## config.mk

```make
export PLATFORM = sky130hd
export DESIGN_NAME = vedic_seq_mult_flat
export DESIGN_NICKNAME = d
export VERILOG_FILES = /design/src/rtl/vedic_seq_mult_if.sv /design/src/rtl/vedic_seq_mult.sv /design/src/flat_wrapper.sv
export SDC_FILE = /design/constraint.sdc
export NUM_CORES = 1
export LEC_CHECK = 0
export ABC_AREA = 1
export BUFFER_PORTS_ARGS = -buffer_cell sky130_fd_sc_hd__buf_4
export CAP_MARGIN = 0
export CORE_MARGIN = 5
export CORE_UTILIZATION = 40
export DETAILED_ROUTE_END_ITERATION = 8
export SETUP_SLACK_MARGIN = 0.2
export SLEW_MARGIN = 5
export SYNTH_ARGS = -nofsm -noshare
export SYNTH_HDL_FRONTEND = slang
export SYNTH_SLANG_ARGS = --single-unit
```

## constraint.sdc

```tcl
create_clock -name clk -period 4.4 [get_ports clk]
set_clock_uncertainty 0.15 [all_clocks]
set_input_delay 0.88 -clock clk [delete_from_list [all_inputs] [get_ports clk]]
set_output_delay 0.88 -clock clk [all_outputs]
set_load 0.01 [all_outputs]
```

## src/rtl/vedic_seq_mult_if.sv

```systemverilog
// Handshake bundle for vedic_seq_mult: operand input channel, product output channel, status.
interface vedic_seq_mult_if #(
  parameter int WIDTH = 16
);
  logic               in_valid;
  logic               in_ready;
  logic [WIDTH-1:0]   a;
  logic [WIDTH-1:0]   b;
  logic               out_valid;
  logic               out_ready;
  logic [2*WIDTH-1:0] product;
  logic               busy;

  modport slave (
    input  in_valid, a, b, out_ready,
    output in_ready, out_valid, product, busy
  );

  modport master (
    output in_valid, a, b, out_ready,
    input  in_ready, out_valid, product, busy
  );
endinterface

```

## src/rtl/vedic_seq_mult.sv

```systemverilog
// Sequential unsigned WIDTH x WIDTH multiplier: one 2x2 Vedic cell, one digit pair per cycle,
// shift-accumulated into a 2*WIDTH-bit result.
module vedic_2x2 (
  input  logic [1:0] a,
  input  logic [1:0] b,
  output logic [3:0] p
);
  logic c;
  assign c    = (a[1] & b[0]) & (a[0] & b[1]);
  assign p[0] = a[0] & b[0];
  assign p[1] = (a[1] & b[0]) ^ (a[0] & b[1]);
  assign p[2] = (a[1] & b[1]) ^ c;
  assign p[3] = (a[1] & b[1]) & c;
endmodule

module vedic_seq_mult #(
  parameter int WIDTH = 16
) (
  input  logic            clk,
  input  logic            rst,
  vedic_seq_mult_if.slave bus
);
  localparam int N  = WIDTH / 2;
  localparam int NN = N * N;
  localparam int CW = (NN > 1) ? $clog2(NN) : 1;
  localparam int PW = 2 * WIDTH;

  typedef enum logic [1:0] {IDLE, RUN, DONE} state_t;

  state_t          state, state_nxt;
  logic [WIDTH-1:0] a_reg, b_reg;
  logic [PW-1:0]   acc, acc_nxt, prod_reg;
  logic [CW-1:0]   cnt, i_idx, j_idx;
  logic [CW:0]     dig_sum;
  logic [1:0]      a_dig, b_dig;
  logic [3:0]      pp;
  logic            last;

  // cnt walks a-digits in the outer loop, b-digits in the inner loop
  assign i_idx   = cnt / CW'(N);
  assign j_idx   = cnt % CW'(N);
  assign dig_sum = {1'b0, i_idx} + {1'b0, j_idx};
  assign a_dig   = 2'(a_reg >> {i_idx, 1'b0});
  assign b_dig   = 2'(b_reg >> {j_idx, 1'b0});
  assign acc_nxt = acc + (PW'(pp) << {dig_sum, 1'b0});
  assign last    = (cnt == CW'(NN - 1));

  vedic_2x2 u_cell (.a(a_dig), .b(b_dig), .p(pp));

  always_ff @(posedge clk or posedge rst) begin
    if (rst) state <= IDLE;
    else     state <= state_nxt;
  end

  // Handshake outputs decode from state only, so no in_valid/out_ready feedthrough.
  always_comb begin
    state_nxt     = state;
    bus.in_ready  = 1'b0;
    bus.out_valid = 1'b0;
    bus.busy      = 1'b0;
    case (state)
      IDLE: begin
        bus.in_ready = 1'b1;
        if (bus.in_valid) state_nxt = RUN;
      end
      RUN: begin
        bus.busy = 1'b1;
        if (last) state_nxt = DONE;
      end
      DONE: begin
        bus.out_valid = 1'b1;
        if (bus.out_ready) state_nxt = IDLE;
      end
      default: state_nxt = IDLE;
    endcase
  end

  always_ff @(posedge clk or posedge rst) begin
    if (rst) begin
      a_reg    <= '0;
      b_reg    <= '0;
      acc      <= '0;
      cnt      <= '0;
      prod_reg <= '0;
    end else begin
      case (state)
        IDLE: if (bus.in_valid) begin
          a_reg <= bus.a;
          b_reg <= bus.b;
          acc   <= '0;
          cnt   <= '0;
        end
        RUN: begin
          acc <= acc_nxt;
          cnt <= cnt + 1'b1;
          if (last) prod_reg <= acc_nxt;
        end
        default: ;
      endcase
    end
  end

  assign bus.product = prod_reg;
endmodule
```

## src/flat_wrapper.sv

```systemverilog
// flat-port wrapper written by rule: the top's interface ports become plain ports
module vedic_seq_mult_flat 
#(
  parameter int WIDTH = 16
)
  (clk, rst, bus_in_valid, bus_a, bus_b, bus_out_ready, bus_in_ready, bus_out_valid, bus_product, bus_busy);
  vedic_seq_mult_if #(.WIDTH(WIDTH)) bus_i ();
  input  logic clk;
  input  logic rst;
  input wire logic [$bits(bus_i.in_valid)-1:0] bus_in_valid;
  input wire logic [$bits(bus_i.a)-1:0] bus_a;
  input wire logic [$bits(bus_i.b)-1:0] bus_b;
  input wire logic [$bits(bus_i.out_ready)-1:0] bus_out_ready;
  output wire logic [$bits(bus_i.in_ready)-1:0] bus_in_ready;
  output wire logic [$bits(bus_i.out_valid)-1:0] bus_out_valid;
  output wire logic [$bits(bus_i.product)-1:0] bus_product;
  output wire logic [$bits(bus_i.busy)-1:0] bus_busy;
  assign bus_i.in_valid = bus_in_valid;
  assign bus_i.a = bus_a;
  assign bus_i.b = bus_b;
  assign bus_i.out_ready = bus_out_ready;
  assign bus_in_ready = bus_i.in_ready;
  assign bus_out_valid = bus_i.out_valid;
  assign bus_product = bus_i.product;
  assign bus_busy = bus_i.busy;
  vedic_seq_mult #(.WIDTH(WIDTH)) u_core (.clk(clk), .rst(rst), .bus(bus_i));
endmodule
```

# Yosys cells after proc, flatten, opt, wreduce, memory -nomap -nowiden
# Cells that the tools add are included.
word_totals:
  ff_bits: 104
  in_bits: 36
  output_inout_bits: 35
op_classes:
  add_sub_neg: 3
  n_eq_ne: 6
  shifts: 3
  n_mux: 11
  bitwise_logic: 8
  n_reduce_logical: 6
op_table:
  columns: ["operator", "count"]
  rows:
  - ["32-bit case mux with 2 select lines", 1]
  - ["32-bit adder", 1]
  - ["32-bit 2-to-1 mux", 1]
  - ["4-bit by 8-bit << shifter with 32-bit output", 1]
  - ["16-bit by 4-bit right shift with 2-bit output", 2]
  - ["6-bit case mux with 2 select lines", 1]
  - ["6-bit by 1-bit adder with 6-bit output, second input constant", 1]
  - ["1-bit bitwise AND", 6]
  - ["6-bit == test, second input constant", 1]
  - ["2-bit 2-to-1 mux", 3]
  - ["6-bit 2-to-1 mux", 1]
  - ["2-bit case mux with 3 select lines", 1]
  - ["2-bit AND reduction", 3]
  - ["3-bit by 3-bit adder with 4-bit output", 1]
  - ["2-bit != test, second input constant", 2]
  - ["1-bit 2-to-1 mux", 3]
  - ["3-bit AND reduction", 1]
  - ["2-bit by 1-bit == test with 1-bit output, second input constant", 1]
  - ["2-bit == test, second input constant", 1]
  - ["2-bit zero test", 1]
  - ["2-bit by 1-bit != test with 1-bit output, second input constant", 1]
  - ["2-bit nonzero test", 1]
  - ["1-bit bitwise XOR", 2]

# Logic depth before layout (Yosys ltp)
logic_depth:
  depth_word: 7
  mapped_depth: 30

# Cells and area by module
# A second synthesis with hierarchy kept.
unflattened:
  cells_unflattened: 1071
  hier_area_um2: 7030.5
by_module_without_submodules:
  columns: ["module", "instances", "cells_per_inst", "area_each_um2", "seq_area_each_um2"]
  rows:
  - ["vedic_seq_mult", 1, 1061, 6975.4, 2602.5]
  - ["vedic_2x2", 1, 10, 55.1, 0.0]

# Worst setup path after synthesis
# OpenSTA, ideal clock, no wires.
synth_path:
  path_kind: "flip-flop to flip-flop"
  start: "register u_core.cnt[3]"
  end: "register u_core.acc[29]"
  setup_time_ns: 0.118
  arrival_ns: 3.222
  required_time_ns: 4.132
  slack_ns: 0.910
  path_stages_with_launch: 23
  n_path_buf: 2
  period_less_slack_ns: 3.490
  cell_sequence: "dfrtp_1 buf_6 inv_2 buf_6 o21ai_0 o22ai_1 o21ai_0 a21oi_1 ha_1 ha_1 or2_2 nand3_2 nor2_1 ha_1 or2_2 nand3_1 nand2_1 nand2_1 nand2_1 nand2_1 nand3_1 nand3_1 nand2_1"
synth_between:
  elab_chain_len: 7
synth_lines:
  columns: ["element", "line", "source"]
  rows:
  - ["from (decl)", "vedic_seq_mult.sv:33", "logic [CW-1:0] cnt, i_idx, j_idx;"]
  - ["from (signal assigned)", "vedic_seq_mult.sv:95", "cnt <= cnt + 1'b1;"]
  - ["16-bit by 4-bit right shift with 2-bit output", "vedic_seq_mult.sv:43", "assign a_dig = 2'(a_reg >> {i_idx, 1'b0});"]
  - ["1-bit bitwise AND", "vedic_seq_mult.sv:9, vedic_seq_mult.sv:11", null]
  - ["1-bit bitwise AND", "vedic_seq_mult.sv:9", "assign c = (a[1] & b[0]) & (a[0] & b[1]);"]
  - ["1-bit bitwise XOR / 1-bit bitwise AND (equally long branches)", "vedic_seq_mult.sv:12, vedic_seq_mult.sv:13", null]
  - ["4-bit by 8-bit << shifter with 32-bit output *", "vedic_seq_mult.sv:45", "assign acc_nxt = acc + (PW'(pp) << {dig_sum, 1'b0});"]
  - ["32-bit adder *", "vedic_seq_mult.sv:45", null]
  - ["32-bit case mux with 2 select lines *", "vedic_seq_mult.sv:86", "case (state)"]
  - ["to (signal assigned)", "vedic_seq_mult.sv:94", "acc <= acc_nxt;"]
  - ["to (decl)", "vedic_seq_mult.sv:32", "logic [PW-1:0] acc, acc_nxt, prod_reg;"]
# Every way passes the cells marked *; elsewhere a longest branch is shown, timed or not.
# A chain may end at the register's enable or synchronous reset.

# Worst setup path in the final report
layout_path:
  start: "register u_core.cnt[3]"
  end: "register u_core.prod_reg[24], in the netlist u_core.bus.product[24]"
layout_between:
  elab_chain_len: 6
layout_lines:
  columns: ["element", "line", "source"]
  rows:
  - ["16-bit by 4-bit right shift with 2-bit output", "vedic_seq_mult.sv:43", null]
  - ["1-bit bitwise AND", "vedic_seq_mult.sv:9, vedic_seq_mult.sv:11", null]
  - ["1-bit bitwise AND", "vedic_seq_mult.sv:9", null]
  - ["1-bit bitwise XOR / 1-bit bitwise AND (equally long branches)", "vedic_seq_mult.sv:12, vedic_seq_mult.sv:13", null]
  - ["4-bit by 8-bit << shifter with 32-bit output", "vedic_seq_mult.sv:45", null]
  - ["32-bit adder", "vedic_seq_mult.sv:45", null]
  - ["to (signal assigned)", "vedic_seq_mult.sv:96", "if (last) prod_reg <= acc_nxt;"]
  - ["to (decl)", "vedic_seq_mult.sv:32", null]
# Several ways; a longest one is shown, not always the timed one.

==> report_table.html <==
<table>
<tr><th>Metric</th><th>Value</th></tr>
<tr><th colspan="2">Floorplan</th></tr>
<tr><td>Overall die area</td><td>20,620 um^2</td></tr>
<tr><td>Core footprint</td><td>around 17,000 um^2</td></tr>
<tr><td>Starting density of the core</td><td>40.99%</td></tr>
<tr><td>DIE HEIGHT</td><td>about 140 um</td></tr>
<tr><td>Number of rows in the core area</td><td>48</td></tr>
<tr><td>Chip width</td><td>143.6 um</td></tr>
<tr><td>Boundary Pins</td><td>about 70</td></tr>
<tr><th colspan="2">Clock tree</th></tr>
<tr><td># hold bufs at CTS</td><td>0</td></tr>
<tr><td>Number of clock sinks</td><td>~100</td></tr>
<tr><td>Clock Path Buffers</td><td>2</td></tr>
<tr><td>Number of H-tree branching levels</td><td>3</td></tr>
<tr><td>TritonCTS clock tree</td><td>built</td></tr>
<tr><td>Cell at the root of the clock tree</td><td>sky130_fd_sc_hd__clkbuf_16</td></tr>
<tr><td>Insertion delay of the later-clocked pin in the worst-skew pair</td><td>0.37 ns</td></tr>
<tr><td>Reg clk slew, reported paths</td><td>0.08 ns</td></tr>
<tr><td>Number of clock buffers inserted by TritonCTS</td><td>9</td></tr>
<tr><th colspan="2">Critical path</th></tr>
<tr><td>Critical path start-end classification</td><td>flip-flop to flip-flop</td></tr>
<tr><td>Critical path peak fanout</td><td>11</td></tr>
<tr><td>Kind of end point of the critical path</td><td>flip-flop</td></tr>
<tr><td>Startpoint type of the worst setup path</td><td>flip-flop</td></tr>
<tr><td>CP arrival</td><td>roughly 4.0 ns</td></tr>
<tr><td>R2R depth</td><td>22</td></tr>
<tr><td>Worst R2R End</td><td>u_core.bus.product[24]</td></tr>
<tr><td>Worst r2r src</td><td>u_core.cnt[3]</td></tr>
<tr><td>Data required, critical path</td><td>approximately 4.5 ns</td></tr>
<tr><td>Setup slack of the most critical reg-to-reg path</td><td>approximately 0.51 ns</td></tr>
<tr><th colspan="2">Worst hold path</th></tr>
<tr><td>Min-delay worst type</td><td>flip-flop to flip-flop</td></tr>
<tr><td>Worst hold path endpoint</td><td>u_core.a_reg[5]</td></tr>
<tr><td>Worst Hold Launch</td><td>u_core.a_reg[5]</td></tr>
<tr><td>Hold depth</td><td>2</td></tr>
<tr><th colspan="2">STA</th></tr>
<tr><td>Final critical delay including setup and external delays</td><td>between 3 and 4 ns</td></tr>
<tr><td>Total setup violations reported at the end of the flow</td><td>0</td></tr>
<tr><td>Share of the clock period used by the worst path</td><td>about 88%</td></tr>
<tr><td>Setup Total Neg Slack</td><td>0 ns</td></tr>
<tr><td>Number of hold violations in the final report</td><td>0</td></tr>
<tr><td>Slew Limit Fails</td><td>0</td></tr>
<tr><td>Transition time of the tightest slew-check pin</td><td>a little over 0.9 ns</td></tr>
<tr><td>Unrepaired setup endpoints after global routing</td><td>no</td></tr>
<tr><td>Worst-case headroom to the max-slew limit</td><td>between 30% and 40%</td></tr>
<tr><td>FMAX</td><td>approximately 260 MHz</td></tr>
<tr><th colspan="2">Power</th></tr>
<tr><td>Fraction of power spent switching nets</td><td>50.96%</td></tr>
<tr><td>Combinational group share of total power</td><td>between 60% and 70%</td></tr>
<tr><td>Worst vdd ir</td><td>0.2802 mV</td></tr>
<tr><td>Power share of the sequential group</td><td>roughly 26%</td></tr>
<tr><td>Share of total power in the clock network</td><td>between 10% and 20%</td></tr>
<tr><td>Cell internal pwr</td><td>approximately 0.0032 W</td></tr>
<tr><td>Switching Power</td><td>around 0.0033 W</td></tr>
<tr><td>Power density relative to cell area</td><td>792.2 nW/um^2</td></tr>
<tr><td>Static leakage power</td><td>roughly 4.6 nW</td></tr>
<tr><td>Tot Pwr</td><td>approximately 0.0065 W</td></tr>
<tr><th colspan="2">Layout</th></tr>
<tr><td>Utilization of the core after routing</td><td>roughly 47%</td></tr>
<tr><td>Area Overhead vs Synth</td><td>15.07%</td></tr>
<tr><td>N_diodes</td><td>0</td></tr>
<tr><td># nets final</td><td>~1,200</td></tr>
<tr><td>Final std cell area, no fill</td><td>8215 um^2</td></tr>
<tr><td>Share of final-layout standard cells stronger than drive strength 1</td><td>between 10 and 15%</td></tr>
<tr><th colspan="2">Detailed routing</th></tr>
<tr><td>Iteration-0 DRC Markers</td><td>around 510</td></tr>
<tr><td>Via count normalized by instance count</td><td>~4.8</td></tr>
<tr><td>Wirelength per Cell</td><td>roughly 14 um</td></tr>
<tr><td>Pre-Repair DR Iteration Count</td><td>6</td></tr>
<tr><td>Via count</td><td>6,586</td></tr>
<tr><td>WL final</td><td>just under 20,000 um</td></tr>
<tr><td>Final ANT Viol Nets</td><td>0</td></tr>
<tr><td>DRC violation count after routing</td><td>0</td></tr>
<tr><th colspan="2">Outcome</th></tr>
<tr><td>Outcome</td><td>complete, no violations</td></tr>
<tr><th colspan="2">Place</th></tr>
<tr><td>Half-perimeter wire length after detailed placement</td><td>approximately 15,000 um</td></tr>
<tr><td>GP Congestion</td><td>a little over 0.9</td></tr>
<tr><td>Port Buffer Count</td><td>70</td></tr>
<tr><td>Total cell area at the placement stage</td><td>7843 um^2</td></tr>
<tr><th colspan="2">Yosys</th></tr>
<tr><td>Cell area after synthesis</td><td>between 7000 and 8000 um^2</td></tr>
<tr><td>Number of register bits inferred by synthesis</td><td>104</td></tr>
<tr><td>Avg Cell Area, Syn</td><td>6.635 um^2</td></tr>
<tr><td>Gate count of the mapped netlist</td><td>1,076</td></tr>
<tr><td>Yosys warning total</td><td>0</td></tr>
<tr><td>Primary FF master, synth</td><td>sky130_fd_sc_hd__dfrtp_1</td></tr>
<tr><td>Distinct cells, synth</td><td>34</td></tr>
<tr><td>Count of flip-flops with a built-in enable after synthesis</td><td>0</td></tr>
<tr><td>Post-synthesis async set-or-reset flop share</td><td>between 90% and 100%</td></tr>
<tr><td>Share of synthesized area occupied by flip-flops and latches</td><td>between 30% and 40%</td></tr>
<tr><td>Net Count, Synth</td><td>1,151</td></tr>
<tr><th colspan="2">GRT</th></tr>
<tr><td>Gr usage total</td><td>around a fifth</td></tr>
<tr><td>Largest net degree at the start of global routing</td><td>69</td></tr>
<tr><td>Overflow left after global routing</td><td>0</td></tr>
<tr><td>Via count of the first global-routing pass</td><td>6,253</td></tr>
<tr><td>Antenna violations before repair</td><td>0</td></tr>
<tr><td>Wire length of the first global-routing pass</td><td>31,880 um</td></tr>
<tr><th colspan="2">Flow run</th></tr>
<tr><td>Count of maximum capacitance violations</td><td>0</td></tr>
</table>
[routing by layer]
metal  GRT usage, %  wire [um]  part of all wire [%]  up-vias
li1               -          -                     -     3474
met1          27.88       9669                    49     2984
met2          32.14       9039                    46      109
met3          2.163        629                   3.2       19
met4          5.253        264                   1.3        0
met5              0          0                     0        -
[per-stage QoR]
stage               std cells  hold WS [ns]  setup slack, ns
global route             1373        0.3489           0.1913
finish                   1373        0.3315           0.5123
global placement         1354        0.3128           0.2112
detailed placement       1354        0.3162           0.1559
floorplan                1076        0.2936           0.6378
CTS                      1370        0.3360           0.2309
[synth_stat cells, types with 2 or more instances]
cell	instances	share of area, %
sky130_fd_sc_hd__nand3_2	3	0.42
sky130_fd_sc_hd__inv_1	153	8.0
sky130_fd_sc_hd__buf_2	10	0.70
sky130_fd_sc_hd__nand4_1	3	0.26
sky130_fd_sc_hd__clkbuf_1	6	0.32
sky130_fd_sc_hd__clkinv_1	2	0.11
sky130_fd_sc_hd__o22ai_1	6	0.53
sky130_fd_sc_hd__dfrtp_1	104	36
sky130_fd_sc_hd__nand3_1	77	5.4
sky130_fd_sc_hd__nand2_1	444	23
sky130_fd_sc_hd__o21bai_1	3	0.32
sky130_fd_sc_hd__o21ai_1	12	0.84
sky130_fd_sc_hd__inv_2	4	0.21
sky130_fd_sc_hd__nor3_1	8	0.56
sky130_fd_sc_hd__or2_2	3	0.26
sky130_fd_sc_hd__nand2_2	4	0.35
sky130_fd_sc_hd__nand3b_1	4	0.42
sky130_fd_sc_hd__a21oi_1	28	2.0
sky130_fd_sc_hd__ha_1	37	6.5
sky130_fd_sc_hd__xor2_1	3	0.37
sky130_fd_sc_hd__nor2_1	81	4.3
sky130_fd_sc_hd__o21ai_0	42	2.9
sky130_fd_sc_hd__xnor2_1	11	1.3
sky130_fd_sc_hd__nor2_2	4	0.35
sky130_fd_sc_hd__buf_6	7	1.1
sky130_fd_sc_hd__o21ai_2	8	0.98
sky130_fd_sc_hd__fa_1	2	0.56
[cell families after synthesis]
group	synth area share [%]
flops	36.45
fa+ha+maj	7.045
buf+inv	10.76
xor+xnor	1.718
compound gates	8.009
simple gates	36.01
[final cells by class]
cell class	instances	area, um^2
Clock buffer	10	229.0
Clock inverter	6	60.06
Fill cell	1828	9201
Inverter	159	601.8
Multi-Input combinational cell	789	3810
Sequential cell	104	2608
Tap cell	225	281.5
Timing Repair Buffer	80	625.6
[repair_timing]
action / in CTS / in global routing
endpoints found under the setup margin: 7 / 54
gates resized for setup: 1 / 18
buffers inserted: 0 / 3
[layout by cell type, fill, tap and decap left out, drive strengths merged]
cell / Yosys / layout
nand2: 449 / 449
inv: 157 / 162
dfrtp: 104 / 104
nor2: 85 / 85
buf: 18 / 80
nand3: 80 / 80
o21ai: 62 / 62
ha: 37 / 37
a21oi: 28 / 28
xnor2: 11 / 11
clkbuf: 6 / 10
nor3: 9 / 9
o22ai: 6 / 6
nand3b: 4 / 4
or2: 3 / 3
xor2: 3 / 3
o21bai: 3 / 3
nand4: 3 / 3
clkinv: 2 / 3
fa: 2 / 2
o221ai: 1 / 1
a21o: 1 / 1
o31ai: 1 / 1
o211ai: 1 / 1
[power groups by stage]
stage / Combinational [W] / Clock (W) / Sequential [W]
CTS: 0.00391 / 0.000849 / 0.00167
detailed placement: 0.00390 / 0 / 0.00168
global route: 0.00457 / 0.000877 / 0.00172
global placement: 0.00386 / 0 / 0.00167
floorplan: 0.00287 / 0 / 0.00162
finish: 0.00401 / 0.000840 / 0.00166
[how the worst max path moves through the flow]
stage                                   endpoint  slack, ns           from
after floorplan                  u_core.a_reg[0]       0.64            rst
after detailed placement  u_core.bus.product[29]       0.16  u_core.cnt[3]
final                     u_core.bus.product[24]       0.51  u_core.cnt[3]
after CTS                 u_core.bus.product[29]       0.23  u_core.cnt[0]
after global placement            u_core.acc[13]       0.21  u_core.cnt[3]
after global routing      u_core.bus.product[24]       0.19  u_core.cnt[0]
[worst max-delay path, cell delays in order, from the launching register on]
cell                      delay [ns]
sky130_fd_sc_hd__dfrtp_2        0.47
sky130_fd_sc_hd__inv_4          0.09
sky130_fd_sc_hd__o21ai_0        0.15
sky130_fd_sc_hd__o22ai_1        0.09
sky130_fd_sc_hd__o21ai_1        0.25
sky130_fd_sc_hd__a21oi_1        0.08
sky130_fd_sc_hd__ha_1           0.31
sky130_fd_sc_hd__nand2_1        0.07
sky130_fd_sc_hd__nor2_1         0.17
sky130_fd_sc_hd__inv_1          0.10
sky130_fd_sc_hd__nor2_1         0.25
sky130_fd_sc_hd__inv_1          0.10
sky130_fd_sc_hd__fa_1           0.43
sky130_fd_sc_hd__inv_1          0.12
sky130_fd_sc_hd__nand3_1        0.09
sky130_fd_sc_hd__nand3_1        0.14
sky130_fd_sc_hd__nand2_1        0.07
sky130_fd_sc_hd__nand2_1        0.20
sky130_fd_sc_hd__nand2_1        0.12
sky130_fd_sc_hd__nand3_1        0.10
sky130_fd_sc_hd__nand2_1        0.06
sky130_fd_sc_hd__nand3_1        0.12
sky130_fd_sc_hd__nand2_1        0.06
(Power assumes the default switching activity.)
